$ cat src/rtl/sha256_round_sequencer.sv
// Control FSM sequencing one SHA-256 compression: INIT load, ROUNDS round strobes, final hash add, done pulse.
// Optional macro SHA_SEQ_STALL_EN adds a stall input that freezes the round counter during ROUND.
module sha256_round_sequencer #(
  parameter int ROUNDS    = 64,
  parameter int MSG_WORDS = 16
) (
  input  logic       clk,
  input  logic       rst,
  input  logic       start,
  input  logic       abort,
`ifdef SHA_SEQ_STALL_EN
  input  logic       stall,
`endif
  output logic       busy,
  output logic       done,
  output logic [5:0] k_addr,
  output logic       round_en,
  output logic       load_init,
  output logic       w_sel_msg,
  output logic [3:0] msg_idx,
  output logic       final_add,
  output logic [2:0] dbg_state
);

  localparam int CW = (ROUNDS > 1) ? $clog2(ROUNDS) : 1;
  localparam logic [CW-1:0] LAST_ROUND = CW'(ROUNDS - 1);

  typedef enum logic [2:0] {
    IDLE  = 3'd0,
    INIT  = 3'd1,
    ROUND = 3'd2,
    FINAL = 3'd3,
    DONE  = 3'd4
  } state_t;

  state_t        state;
  logic [CW-1:0] round;
  logic          hold;
  logic          in_round;
  logic [5:0]    round_ext;

`ifdef SHA_SEQ_STALL_EN
  assign hold = stall;
`else
  assign hold = 1'b0;
`endif

  // abort wins over every transition, including a pending stall or start.
  always_ff @(posedge clk or negedge rst) begin
    if (!rst) begin
      state <= IDLE;
      round <= '0;
    end else if (abort) begin
      state <= IDLE;
      round <= '0;
    end else begin
      case (state)
        IDLE: begin
          if (start) state <= INIT;
        end
        INIT: begin
          round <= '0;
          state <= ROUND;
        end
        ROUND: begin
          if (!hold) begin
            if (round == LAST_ROUND) begin
              round <= '0;
              state <= FINAL;
            end else begin
              round <= round + CW'(1);
            end
          end
        end
        FINAL: state <= DONE;
        DONE:  state <= IDLE;
        default: begin
          state <= IDLE;
          round <= '0;
        end
      endcase
    end
  end

  // Outputs decode only registered state and counter; round_en is additionally gated by stall.
  assign in_round  = (state == ROUND);
  assign round_ext = 6'(round);

  assign busy      = (state == INIT) || (state == ROUND) || (state == FINAL);
  assign done      = (state == DONE);
  assign load_init = (state == INIT);
  assign final_add = (state == FINAL);
  assign round_en  = in_round && !hold;
  assign k_addr    = in_round ? round_ext : 6'd0;
  assign w_sel_msg = in_round && (int'(round) < MSG_WORDS);
  assign msg_idx   = w_sel_msg ? round_ext[3:0] : 4'd0;
  assign dbg_state = state;

endmodule

$ cat config.mk
export PLATFORM = sky130hd
export DESIGN_NAME = sha256_round_sequencer
export DESIGN_NICKNAME = d
export VERILOG_FILES = /design/src/rtl/sha256_round_sequencer.sv
export SDC_FILE = /design/constraint.sdc
export NUM_CORES = 1
export LEC_CHECK = 0
export BUFFER_PORTS_ARGS = -buffer_cell sky130_fd_sc_hd__clkbuf_2
export CORE_MARGIN = 4
export CORE_UTILIZATION = 42
export CTS_CLUSTER_DIAMETER = 100
export CTS_CLUSTER_SIZE = 10
export DETAILED_ROUTE_END_ITERATION = 16
export GPL_TIMING_DRIVEN = 0
export PLACE_DENSITY = 0.74
export SLEW_MARGIN = 20
export SYNTH_ARGS = -nofsm -noshare
export SYNTH_HDL_FRONTEND = slang
export SYNTH_SLANG_ARGS = --single-unit
$ cat constraint.sdc
create_clock -name clk -period 1.2 [get_ports clk]
set_input_delay 0 -clock clk [delete_from_list [all_inputs] [get_ports clk]]
set_output_delay 0 -clock clk [all_outputs]
set_load 0.05 [all_outputs]
==> metrics.txt <==
run status finished, violations left; failing checks setup timing; Worst Hold Class in -> reg; Max Clock Skew approximately 0.0045 ns; ys async rst share 1.000; CTS Root Cell clkbuf_4; Max clock buf depth 2; antenna-violating nets left 0; M2 GR Usage 0.4173; Worst VDD drop 0.0005860 V; met3 usage 0.04215; CP arrival 1.64 ns; Die Ht 47.09 microns; Synth Register Bits 9; Layout Cells excl Fill 123; # nets final roughly 110; Final Setup Violations 25; PwrDens 767.2 nW/um^2; RSZ-0062 raised after global routing true; CP Max Fanout 5; 1st-iter DRT viols between 40 and 50; largest area contributor in the netlist dfrtp_1; Core Region 1366 sq um; Placed Instances around 110; top cells by area, synth dfrtp_1 35%, and2_1 11%, nor3b_4 5.8%; Worst Setup Start Kind register; crit path from dbg_state[2]; worst reg2reg startpoint dbg_state[2]; CTS sink count 9; Slew Limit Fails 0; top-count cell post-synth and2_1; first-pass GRT wire length 3995 microns; die area between 2000 and 2500 sq um; Ys Warns 0; sequential share of the synthesized area 0.3509; leakage power around 0.53 nW; highest clock rate ~0.61 GHz; Design Area, Final ~1200 sq um; area grow syn2layout 92.79%; Design Power ~0.00095 W; DR WL/cell approximately 23 microns; final critical-path share of the clock period 1.369; Least-Margin Pin Slew ~0.34 ns; Avg Inst Size Synth between 9 and 10 sq um; required time worst endpoint around 1.2 ns; worst hold path startpoint abort; n_diodes 0; drt drc 0; vias in the first global route 751; H-tree Lvls 1; DP HPWL approximately 1000 microns; share of cells above drive strength 1 0.6759; Max Cap Violations 0; Total Routing Usage GR 0.2686; clk_lat worst skew 0.27 ns; synthesized net count between 70 and 80; R2R depth 6; post-layout minimum cycle time about 1.6 ns; post-synth cell types 28; R2R Setup Slk -0.41 ns; DR vias a little under 800; Top-Level Pins 23; area share of the largest cell type after synthesis 0.3509; largest net degree at the start of global routing 10; total CTS buffers 3; number of vias per cell roughly 6.4; worst hold path depth 2; grt met1 use 0.3592; Syn Inst Count 69; final core occ 0.9057; Initial Util 0.4698; EDFF count, synth 0; Setup Crit Path Kind reg -> out; clock-pin slew on the worst setup and hold paths approximately 0.060 ns; GR peak layer met2; hold_ws between 0.07 and 0.08 ns; GRT overflow 0; final hold vios 0; Detailed Route WL roughly 2900 microns; TritonCTS clock tree yes; First-pass DRT Iterations 4; Area after DPL approximately 800 sq um; Placer Congestion just over 0.7; reg2reg end round[4]; Crit. End Element output port; chip width 47.09 microns; synth cell count leaders 11 x and2_1, 9 x dfrtp_1, 7 x o21ai_1, 5 x nand2_1; Final WS setup -0.4425 ns; initial antenna violation count 0; num rows 13; relative slew slack 0.7718; Main synth FF type dfrtp_1; I/O Buffers 22; worst hold endpoint dbg_state[0]; area of the mapped netlist about 640 sq um
## layout make-up
| class | count | area (sq um) |
|---|---|---|
| Timing Repair Buffer | 39 | 459.2 |
| Multi-Input combinational cell | 52 | 475.5 |
| Buffer | 2 | 18.77 |
| Tap cell | 15 | 18.77 |
| Inverter | 2 | 7.507 |
| Clock buffer | 4 | 26.28 |
| Fill cell | 48 | 128.9 |
| Sequential cell | 9 | 231.5 |
## per-layer routing
layer / part of all wire / up-vias
met5: 0 / -
met4: 0.043 / 0
met3: 0.094 / 17
met2: 0.46 / 66
met1: 0.41 / 383
li1: - / 321
## power breakdown
part / internal [W] / switching (W) / total, W
logic: 0.000157 / 0.000218 / 0.000375
registers: 0.000315 / 0.0000122 / 0.000327
clock network: 0.000129 / 0.000118 / 0.000247
total: 0.000602 / 0.000348 / 0.000949
## per-stage QoR
| step | setup WS [ns] | setup TNS [ns] |
|---|---|---|
| after CTS | -0.3640 | -5.270 |
| after floorplan | -1.108 | -10.20 |
| after global routing | -0.5445 | -7.778 |
| after global placement | -0.3485 | -3.020 |
| final | -0.4425 | -6.811 |
| after detailed placement | -0.3976 | -3.655 |
## worst max-delay path by stage
| stage | endpoint | slack, ns | depth (start not counted) |
|---|---|---|---|
| floorplan | msg_idx[0] | -1.11 | 4 |
| global placement | msg_idx[1] | -0.35 | 5 |
| detailed placement | msg_idx[3] | -0.40 | 5 |
| CTS | msg_idx[3] | -0.36 | 5 |
| global route | msg_idx[0] | -0.54 | 4 |
| finish | msg_idx[2] | -0.44 | 4 |
## cell families (layout without fill, tap and decap cells)
| kind of cell | count (synthesis) | count (layout) | synth area share |
|---|---|---|---|
| xor gates and xnor gates | 2 | 2 | 0.02730 |
| adders and majority gates | 1 | 1 | 0.01949 |
| buffers and inverters | 8 | 47 | 0.07992 |
| muxes | 1 | 1 | 0.01560 |
| AOI/OAI and AO/OA | 13 | 13 | 0.1287 |
| DFF | 9 | 9 | 0.3509 |
| and+or+nand+nor | 35 | 35 | 0.3782 |
## state kept, by name, indices dropped and copies added, names as in the netlist
| signal | count |
|---|---|
| round | 6 |
| dbg_state | 3 |
## placed cells by master, fill, tap and decap left out, drive strengths merged
cell | synthesis | final
buf | 5 | 22
clkbuf | 1 | 21
and2 | 11 | 11
dfrtp | 9 | 9
o21ai | 7 | 7
nand2 | 5 | 5
nand3 | 3 | 3
nor3b | 3 | 3
nor2 | 3 | 3
nand4 | 2 | 2
xnor2 | 2 | 2
inv | 2 | 2
a211oi | 2 | 2
dlygate4sd3 | 0 | 2
nor3 | 2 | 2
and3 | 2 | 2
and3b | 1 | 1
nor4b | 1 | 1
o211ai | 1 | 1
nor4bb | 1 | 1
a41oi | 1 | 1
a31oi | 1 | 1
nand2b | 1 | 1
a2111oi | 1 | 1
mux2i | 1 | 1
ha | 1 | 1
## critical path: stages, from the launching register on
cell       delay (ns)
dfrtp_2          0.43
nor3b_4          0.23
nor3b_4          0.33
and2_4           0.22
clkbuf_16        0.16
## timing repair
action                                  4_1_cts  5_1_grt
hold buffers                                  2        0
endpoints found under the setup margin       23       25
buffers inserted                             12        4
cloned                                        0        0
gates resized for setup                      59       11
hold endpoints to repair                     10        0
pin swaps                                    10        8
Power figures use the tool's default switching activity.
